===== config.mk =====
export PLATFORM = sky130hd
export DESIGN_NAME = cp0_tlbctl
export DESIGN_NICKNAME = d
export VERILOG_FILES = /design/src/rtl/cp0_pkg.sv /design/src/rtl/cp0_timer.sv /design/src/rtl/cp0_tlbctl.sv
export SDC_FILE = /design/constraint.sdc
export NUM_CORES = 1
export LEC_CHECK = 0
export ABC_AREA = 1
export BUFFER_PORTS_ARGS = -buffer_cell sky130_fd_sc_hd__buf_2
export CAP_MARGIN = 20
export CORE_ASPECT_RATIO = 1.2
export CORE_MARGIN = 10
export CORE_UTILIZATION = 49
export DETAILED_ROUTE_END_ITERATION = 8
export PLACE_DENSITY = 0.82
export SYNTH_ARGS = -nofsm -noshare
export SYNTH_HDL_FRONTEND = slang
export SYNTH_SLANG_ARGS = --single-unit

===== constraint.sdc =====
create_clock -name cp0_clk -period 7.6 [get_ports cp0_clk]
set_clock_uncertainty 0.2 [all_clocks]
set_input_delay 0.38 -clock cp0_clk [delete_from_list [all_inputs] [get_ports cp0_clk]]
set_output_delay 0.38 -clock cp0_clk [all_outputs]
set_load 0.05 [all_outputs]

===== src/rtl/cp0_pkg.sv =====
// Shared CP0 definitions: register addresses ({rd,sel}), exception codes and
// the bit layout of a TLB entry as returned by the TLB array on TLBR.
package cp0_pkg;

    localparam logic [7:0] C0_INDEX    = 8'h00;  // rd 0,  sel 0
    localparam logic [7:0] C0_RANDOM   = 8'h08;  // rd 1
    localparam logic [7:0] C0_ENTRYLO0 = 8'h10;  // rd 2
    localparam logic [7:0] C0_ENTRYLO1 = 8'h18;  // rd 3
    localparam logic [7:0] C0_WIRED    = 8'h30;  // rd 6
    localparam logic [7:0] C0_BADVADDR = 8'h40;  // rd 8
    localparam logic [7:0] C0_COUNT    = 8'h48;  // rd 9
    localparam logic [7:0] C0_ENTRYHI  = 8'h50;  // rd 10
    localparam logic [7:0] C0_COMPARE  = 8'h58;  // rd 11
    localparam logic [7:0] C0_STATUS   = 8'h60;  // rd 12
    localparam logic [7:0] C0_CAUSE    = 8'h68;  // rd 13
    localparam logic [7:0] C0_EPC      = 8'h70;  // rd 14

    localparam logic [4:0] EXC_INT  = 5'd0;
    localparam logic [4:0] EXC_MOD  = 5'd1;
    localparam logic [4:0] EXC_TLBL = 5'd2;
    localparam logic [4:0] EXC_TLBS = 5'd3;
    localparam logic [4:0] EXC_ADEL = 5'd4;
    localparam logic [4:0] EXC_ADES = 5'd5;
    localparam logic [4:0] EXC_SYS  = 5'd8;
    localparam logic [4:0] EXC_BP   = 5'd9;
    localparam logic [4:0] EXC_RI   = 5'd10;
    localparam logic [4:0] EXC_OV   = 5'd12;

    localparam int TLB_ENTRY_W  = 78;
    localparam int TLB_V1_BIT   = 0;
    localparam int TLB_D1_BIT   = 1;
    localparam int TLB_C1_LSB   = 2;
    localparam int TLB_PFN1_LSB = 5;
    localparam int TLB_V0_BIT   = 25;
    localparam int TLB_D0_BIT   = 26;
    localparam int TLB_C0_LSB   = 27;
    localparam int TLB_PFN0_LSB = 30;
    localparam int TLB_G_BIT    = 50;
    localparam int TLB_ASID_LSB = 51;
    localparam int TLB_VPN2_LSB = 59;

    // Exceptions that report a faulting address (TLB + address error).
    function automatic logic exc_has_badvaddr(input logic [4:0] code);
        return (code >= EXC_MOD) && (code <= EXC_ADES);
    endfunction

    // TLB exceptions additionally capture the faulting VPN2 into EntryHi.
    function automatic logic exc_is_tlb(input logic [4:0] code);
        return (code >= EXC_MOD) && (code <= EXC_TLBS);
    endfunction

    // Builds the 26 live EntryLo bits {PFN,C,D,V,G} for the even/odd page.
    function automatic logic [25:0] tlb_entrylo(input logic [TLB_ENTRY_W-1:0] e,
                                                input logic odd);
        if (odd)
            return {e[TLB_PFN1_LSB +: 20], e[TLB_C1_LSB +: 3], e[TLB_D1_BIT],
                    e[TLB_V1_BIT], e[TLB_G_BIT]};
        return {e[TLB_PFN0_LSB +: 20], e[TLB_C0_LSB +: 3], e[TLB_D0_BIT],
                e[TLB_V0_BIT], e[TLB_G_BIT]};
    endfunction

endpackage


===== src/rtl/cp0_timer.sv =====
// CP0 Count/Compare timer: Count advances once every CNT_DIV clocks and
// TI latches one cycle after Count matches a nonzero Compare.
module cp0_timer #(
    parameter int CNT_DIV = 2
) (
    input  logic        cp0_clk,
    input  logic        reset,
    input  logic        count_we,
    input  logic        compare_we,
    input  logic [31:0] wdata,
    output logic [31:0] count,
    output logic [31:0] compare,
    output logic        ti
);
    localparam int DIV_W = (CNT_DIV > 1) ? $clog2(CNT_DIV) : 1;
    localparam logic [DIV_W-1:0] DIV_LAST = DIV_W'(CNT_DIV - 1);

    logic [DIV_W-1:0] div_reg;
    logic [31:0]      count_reg;
    logic [31:0]      compare_reg;
    logic             ti_reg;
    logic             tick;

    assign tick = (div_reg == DIV_LAST);

    always_ff @(posedge cp0_clk or posedge reset) begin
        if (reset) begin
            div_reg   <= '0;
            count_reg <= '0;
        end else if (count_we) begin
            div_reg   <= '0;
            count_reg <= wdata;
        end else begin
            div_reg   <= tick ? '0 : div_reg + DIV_W'(1);
            if (tick)
                count_reg <= count_reg + 32'd1;
        end
    end

    // A Compare write acknowledges the interrupt even if a match is pending.
    always_ff @(posedge cp0_clk or posedge reset) begin
        if (reset) begin
            compare_reg <= '0;
            ti_reg      <= 1'b0;
        end else if (compare_we) begin
            compare_reg <= wdata;
            ti_reg      <= 1'b0;
        end else if ((count_reg == compare_reg) && (compare_reg != 32'd0)) begin
            ti_reg      <= 1'b1;
        end
    end

    assign count   = count_reg;
    assign compare = compare_reg;
    assign ti      = ti_reg;

endmodule


===== src/rtl/cp0_tlbctl.sv =====
// CP0 register file for a TLB-based MIPS core: exception state, interrupts,
// timer and the Index/Random/Wired/EntryHi/EntryLo TLB interface registers.
module cp0_tlbctl
    import cp0_pkg::*;
#(
    parameter int  TLBNUM  = 16,
    parameter int  CNT_DIV = 2,
    parameter int  HW_INT  = 6,
    localparam int IDX_W   = $clog2(TLBNUM)
) (
    input  logic                   cp0_clk,
    input  logic                   reset,
    input  logic                   mtc0_we,
    input  logic [7:0]             c0_addr,
    input  logic [31:0]            c0_wdata,
    output logic [31:0]            c0_rdata,
    input  logic                   wb_ex,
    input  logic [4:0]             wb_excode,
    input  logic                   wb_bd,
    input  logic [31:0]            wb_pc,
    input  logic [31:0]            wb_badvaddr,
    input  logic                   eret,
    input  logic [HW_INT-1:0]      hw_int,
    output logic                   has_int,
    output logic [31:0]            epc_out,
    input  logic                   tlbr,
    input  logic                   tlbp,
    input  logic                   tlbwr,
    input  logic                   tlbp_found,
    input  logic [IDX_W-1:0]       tlbp_idx,
    input  logic [TLB_ENTRY_W-1:0] tlb_rdata,
    output logic [31:0]            cp0_index,
    output logic [31:0]            cp0_entryhi,
    output logic [31:0]            cp0_entrylo0,
    output logic [31:0]            cp0_entrylo1,
    output logic [IDX_W-1:0]       random_idx
);
    localparam logic [IDX_W-1:0] RANDOM_TOP = IDX_W'(TLBNUM - 1);

    logic             exl_reg, ie_reg, bd_reg, p_reg;
    logic [7:0]       im_reg;
    logic [1:0]       ip_sw_reg;
    logic [5:0]       ip_hw_reg;
    logic [5:0]       ip_hw_next;
    logic [5:0]       hw_lines;
    logic [4:0]       excode_reg;
    logic [31:0]      epc_reg, badvaddr_reg;
    logic [IDX_W-1:0] index_reg, wired_reg, random_reg;
    logic [18:0]      vpn2_reg;
    logic [7:0]       asid_reg;
    logic [25:0]      lo0_reg, lo1_reg;
    logic [31:0]      count, compare;
    logic             ti;
    logic [31:0]      status_view, cause_view;

    // An exception retiring in the same slot squashes the MTC0 completely.
    logic mtc0_ok;
    logic wr_index, wr_lo0, wr_lo1, wr_wired, wr_count, wr_hi;
    logic wr_compare, wr_status, wr_cause, wr_epc;

    assign mtc0_ok    = mtc0_we & ~wb_ex;
    assign wr_index   = mtc0_ok && (c0_addr == C0_INDEX);
    assign wr_lo0     = mtc0_ok && (c0_addr == C0_ENTRYLO0);
    assign wr_lo1     = mtc0_ok && (c0_addr == C0_ENTRYLO1);
    assign wr_wired   = mtc0_ok && (c0_addr == C0_WIRED);
    assign wr_count   = mtc0_ok && (c0_addr == C0_COUNT);
    assign wr_hi      = mtc0_ok && (c0_addr == C0_ENTRYHI);
    assign wr_compare = mtc0_ok && (c0_addr == C0_COMPARE);
    assign wr_status  = mtc0_ok && (c0_addr == C0_STATUS);
    assign wr_cause   = mtc0_ok && (c0_addr == C0_CAUSE);
    assign wr_epc     = mtc0_ok && (c0_addr == C0_EPC);

    cp0_timer #(.CNT_DIV(CNT_DIV)) u_timer (
        .cp0_clk    (cp0_clk),
        .reset      (reset),
        .count_we   (wr_count),
        .compare_we (wr_compare),
        .wdata      (c0_wdata),
        .count      (count),
        .compare    (compare),
        .ti         (ti)
    );

    // Unimplemented interrupt lines are tied low so IP reads back 0.
    genvar gi;
    for (gi = 0; gi < 6; gi++) begin : g_hw_line
        if (gi < HW_INT) begin : g_present
            assign hw_lines[gi] = hw_int[gi];
        end else begin : g_absent
            assign hw_lines[gi] = 1'b0;
        end
    end
    assign ip_hw_next = {hw_lines[5] | ti, hw_lines[4:0]};

    always_ff @(posedge cp0_clk or posedge reset) begin
        if (reset) begin
            ip_hw_reg <= '0;
            ip_sw_reg <= '0;
        end else begin
            ip_hw_reg <= ip_hw_next;
            if (wr_cause)
                ip_sw_reg <= c0_wdata[9:8];
        end
    end

    always_ff @(posedge cp0_clk or posedge reset) begin
        if (reset) begin
            exl_reg <= 1'b0;
            ie_reg  <= 1'b0;
            im_reg  <= '0;
        end else begin
            if (wb_ex)
                exl_reg <= 1'b1;
            else if (eret)
                exl_reg <= 1'b0;
            else if (wr_status)
                exl_reg <= c0_wdata[1];
            if (wr_status) begin
                ie_reg <= c0_wdata[0];
                im_reg <= c0_wdata[15:8];
            end
        end
    end

    // Nested exceptions (EXL already set) keep the original EPC/BD.
    always_ff @(posedge cp0_clk or posedge reset) begin
        if (reset) begin
            bd_reg       <= 1'b0;
            excode_reg   <= EXC_INT;
            epc_reg      <= '0;
            badvaddr_reg <= '0;
        end else if (wb_ex) begin
            excode_reg <= wb_excode;
            if (!exl_reg) begin
                bd_reg  <= wb_bd;
                epc_reg <= wb_bd ? (wb_pc - 32'd4) : wb_pc;
            end
            if (exc_has_badvaddr(wb_excode))
                badvaddr_reg <= wb_badvaddr;
        end else if (wr_epc) begin
            epc_reg <= c0_wdata;
        end
    end

    always_ff @(posedge cp0_clk or posedge reset) begin
        if (reset) begin
            p_reg     <= 1'b0;
            index_reg <= '0;
        end else begin
            if (tlbp)
                p_reg <= ~tlbp_found;
            if (wr_index)
                index_reg <= c0_wdata[IDX_W-1:0];
            else if (tlbp && tlbp_found)
                index_reg <= tlbp_idx;
        end
    end

    // Random walks down to Wired and wraps to the top; Wired >= top pins it.
    always_ff @(posedge cp0_clk or posedge reset) begin
        if (reset) begin
            wired_reg  <= '0;
            random_reg <= RANDOM_TOP;
        end else if (wr_wired) begin
            wired_reg  <= c0_wdata[IDX_W-1:0];
            random_reg <= RANDOM_TOP;
        end else if (tlbwr) begin
            random_reg <= (random_reg <= wired_reg) ? RANDOM_TOP
                                                    : random_reg - IDX_W'(1);
        end
    end

    always_ff @(posedge cp0_clk or posedge reset) begin
        if (reset) begin
            vpn2_reg <= '0;
            asid_reg <= '0;
            lo0_reg  <= '0;
            lo1_reg  <= '0;
        end else begin
            if (wr_hi) begin
                vpn2_reg <= c0_wdata[31:13];
                asid_reg <= c0_wdata[7:0];
            end else if (wb_ex && exc_is_tlb(wb_excode)) begin
                vpn2_reg <= wb_badvaddr[31:13];
            end else if (tlbr) begin
                vpn2_reg <= tlb_rdata[TLB_VPN2_LSB +: 19];
                asid_reg <= tlb_rdata[TLB_ASID_LSB +: 8];
            end
            if (wr_lo0)
                lo0_reg <= c0_wdata[25:0];
            else if (tlbr)
                lo0_reg <= tlb_entrylo(tlb_rdata, 1'b0);
            if (wr_lo1)
                lo1_reg <= c0_wdata[25:0];
            else if (tlbr)
                lo1_reg <= tlb_entrylo(tlb_rdata, 1'b1);
        end
    end

    assign status_view  = {9'b0, 1'b1, 6'b0, im_reg, 6'b0, exl_reg, ie_reg};
    assign cause_view   = {bd_reg, ti, 14'b0, ip_hw_reg, ip_sw_reg, 1'b0, excode_reg, 2'b0};
    assign cp0_index    = {p_reg, 31'(index_reg)};
    assign cp0_entryhi  = {vpn2_reg, 5'b0, asid_reg};
    assign cp0_entrylo0 = {6'b0, lo0_reg};
    assign cp0_entrylo1 = {6'b0, lo1_reg};
    assign random_idx   = random_reg;
    assign epc_out      = epc_reg;
    assign has_int      = (|({ip_hw_reg, ip_sw_reg} & im_reg)) & ie_reg & ~exl_reg;

    always_comb begin
        c0_rdata = 32'd0;
        case (c0_addr)
            C0_INDEX:    c0_rdata = cp0_index;
            C0_RANDOM:   c0_rdata = 32'(random_reg);
            C0_ENTRYLO0: c0_rdata = cp0_entrylo0;
            C0_ENTRYLO1: c0_rdata = cp0_entrylo1;
            C0_WIRED:    c0_rdata = 32'(wired_reg);
            C0_BADVADDR: c0_rdata = badvaddr_reg;
            C0_COUNT:    c0_rdata = count;
            C0_ENTRYHI:  c0_rdata = cp0_entryhi;
            C0_COMPARE:  c0_rdata = compare;
            C0_STATUS:   c0_rdata = status_view;
            C0_CAUSE:    c0_rdata = cause_view;
            C0_EPC:      c0_rdata = epc_reg;
            default:     c0_rdata = 32'd0;
        endcase
    end

endmodule


==> results.toml <==
[floorplan]
standard_cell_row_count = 71
core_region_area_um2 = 31200
chipHeight_um = 214
initial_core_util_pct = 49.4
pin_count = 404
die-width_um = 182
die_area_um2 = 38900

[final_layout]
seqCellArea_um2 = 6160
final_common_cell = "nand2_1"
layout.filler_cells = 2719
area_delta_synth_final_pct = 27.8
final_util_pct = 63.1
multi_input_area_um2 = 7600
final_nets = 2779
layout.cells.most_common_list = "nand2_1, buf_2, dfrtp_1"
final_layout_size_suffix_gt1_share_pct = 19.3

[critical_path]
reg2regPathDepth = 7
critical_path_top_delay_cell = "nand2_1"
startpoint_type = "primary input"
worst_r2r_endpoint = "epc_out[28]$_DFFE_PP0P_"
worst-endpoint-required_ns = 7.81
critical_path.endpoint_type = "flip-flop"
arrival_ns = 3.95
critical_path.most_common_cell = "nand2_1"
path_max_fanout = 23
reg2reg_setup_slack_ns = 5.07
crit-reg2reg-launch = "exl_reg$_DFFE_PP0P_"
critical-path-top-delay-family = "simple AND/OR/NAND/NOR gates"
crit_start = "c0_addr[4]"
timing.critical_path.buf_inv = 2
worstPathCellList = "buf_2 -> nor2_1 -> nand2_1 -> nor2_1 -> nand2_1 -> nand2_1 -> inv_1 -> nand2_1 -> o221ai_1"
timing.setup.critical_path_class = "in -> reg"
delay_of_the_slowest_critical_path_stage_ns = 0.76

[detailed_routing]
routed_wirelength_um = 72200
wl_per_cell_um = 24.1
vias = 18000
postRouteAntennaNets = 0
drc = 0
detailedRoute.firstIterationViolations = 2561
firstDrtPassIters = 6
vias_per_cell = 6.01

[global_routing]
use_met1_pct = 43.8
number_of_global_route_vias_before_repair = 17700
antenna_found_initial = 4
gr-total-overflow = 0
globalRouteMet2Util_pct = 54.4
global_route_layer_with_the_greatest_usage = "met2"
grt_max_degree = 101
groute.usage.overall_pct = 35.4
globalRouteMet3Util_pct = 9.96
grt_first_pass_wirelength_um = 107000

[outcome]
outcome = "finished, final reports clean"

[yosys]
ys_top_cells_by_area = "dfrtp_1, nand2_1, nand3_1"
synth_cell_type_count = 44
synth_area_um2 = 15400
synth-main-ff-cell = "dfrtp_1"
mean_instance_size_in_the_synthesized_netlist_um2 = 7.30
synthesis.instances = 2109
post-synth-top-area-cell = "dfrtp_1"
postSynthRegisterBits = 246
sequential_cell_area_fraction_in_the_yosys_report_pct = 40.0
ys.warnings.count = 0
postSynth.asyncResetShare_pct = 100
synth.top_cell.area_share_pct = 39.3
count_of_flip_flops_with_a_built_in_enable_after_synthesis = 0

[cts]
ctsHtreeMaxLevel = 1
ctsLongestPathBuffers = 3
numCtsBuffers = 27
cts.clk_slew.worst_paths_ns = 0.06
clk_latency_ns = 0.56
cts-root-buf = "clkbuf_16"
clock_tree_from_tritoncts = "yes"
clock_sinks = 246

[job]
cap_viol_max_count = 0

[timing]
post-route-period-util_pct = 49.2
setup_ws_post_layout_ns = 3.86
achievable-frequency_mhz = 267
period_minus_slack_ns = 3.74
drv_slew = 0
final-setup-viol-count = 0
hold_viol = 0
grt_setup_unrepaired = "false"
max-slew-margin-rel_pct = 26.7
setup-tns-final_ns = 0
worst-slew-pin-transition_ns = 1.10

[placement]
globalplace.congestion = 1.02
placed_wire_length_estimate_after_detailed_placement_um = 52200
detailedPlace.worstSlack_ns = 3.39
portBuffers = 359

[hold_path]
timing.hold.worst_path_depth = 5
holdPathEnd = "vpn2_reg[11]$_DFFE_PP0P_"
min_path_type = "in -> reg"
timing.hold.worst.start = "tlb_rdata[70]"

[pwr]
ir_drop_mv = 0.173
p_leak_nw = 9.82
power-per-cell-area_nw_per_um2 = 215
report.power.total_mw = 4.23
## repair_timing
action,in CTS,in global routing
hold buffers,160,0
endpoints found under the hold margin,264,0
buffers inserted,0,0
gates resized for setup,0,0
## routing by layer
layer | routed length, µm | vias to the layer above
met5 | 0 | -
met4 | 4330 | 0
met3 | 8560 | 334
met2 | 32700 | 1395
met1 | 26700 | 8459
li1 | - | 7793
## tightest hold or removal path: stages
cell and delay [ns]:
buf_2 0.08, nand2_1 0.05, o211ai_1 0.07, nand3_1 0.07, o21ai_1 0.08
## area by class of cell
class | instances | area share, %
repair buffers | 531 | 17.8
inverters | 255 | 4.90
multi-input cells | 1504 | 38.6
clock inverters | 11 | 0.801
flip-flops and latches | 246 | 31.3
well taps | 401 | 2.55
diodes | 8 | 0.102
clock buffers | 36 | 3.91
## worst max-delay path by stage
stage | end | slack (ns) | cells after the start
global route | u_timer.count[12]$_DFFE_PP0N_ | 3.57 | 9
finish | u_timer.count[1]$_DFFE_PP0N_ | 3.86 | 9
floorplan | asid_reg[0]$_DFFE_PP0P_ | 0.27 | 1
global placement | u_timer.count[1]$_DFFE_PP0N_ | 3.52 | 9
detailed placement | u_timer.count[1]$_DFFE_PP0N_ | 3.39 | 9
CTS | u_timer.count[1]$_DFFE_PP0N_ | 3.94 | 9
## power by group
| group | internal, mW | switching (mW) |
|---|---|---|
| Combinational | 0.330 | 0.820 |
| Sequential | 1.48 | 0.175 |
| Clock | 0.841 | 0.587 |
| Total | 2.65 | 1.58 |
## Yosys cell counts (8+ instances only)
library cell and n:
nand4_1 26, a31oi_1 10, a21oi_1 60, buf_2 23, inv_2 13, mux2_2 13, nand3_1 237, xor2_1 33
nand3b_1 9, nor2_1 144, o211ai_1 53, buf_4 52, dfrtp_1 242, nor3_1 25, clkbuf_1 55, inv_1 241
buf_6 9, o211ai_2 33, o22ai_1 51, buf_1 8, nand2_1 540, o21ai_0 146, o21ai_1 18, xnor2_1 14
## cells by family after synthesis
group,synth area share (%)
xor+xnor,2.67
buf+inv,11.7
simple gates,27.7
other cells,0.0244
mux,0.951
fa+ha+maj,0.569
flops,40.0
compound gates,16.4
## metrics by stage
step	hold WS, ns	area, µm²	instances
6_report	0.0104	19700	2992
5_1_grt	0.0449	19700	2988
4_1_cts	0.00753	19600	2982
3_5_place_dp	0.275	17100	2775
3_3_place_gp	0.267	17100	2775
2_1_floorplan	0.211	15600	2152
No activity file was read; power rests on OpenSTA's default activity.
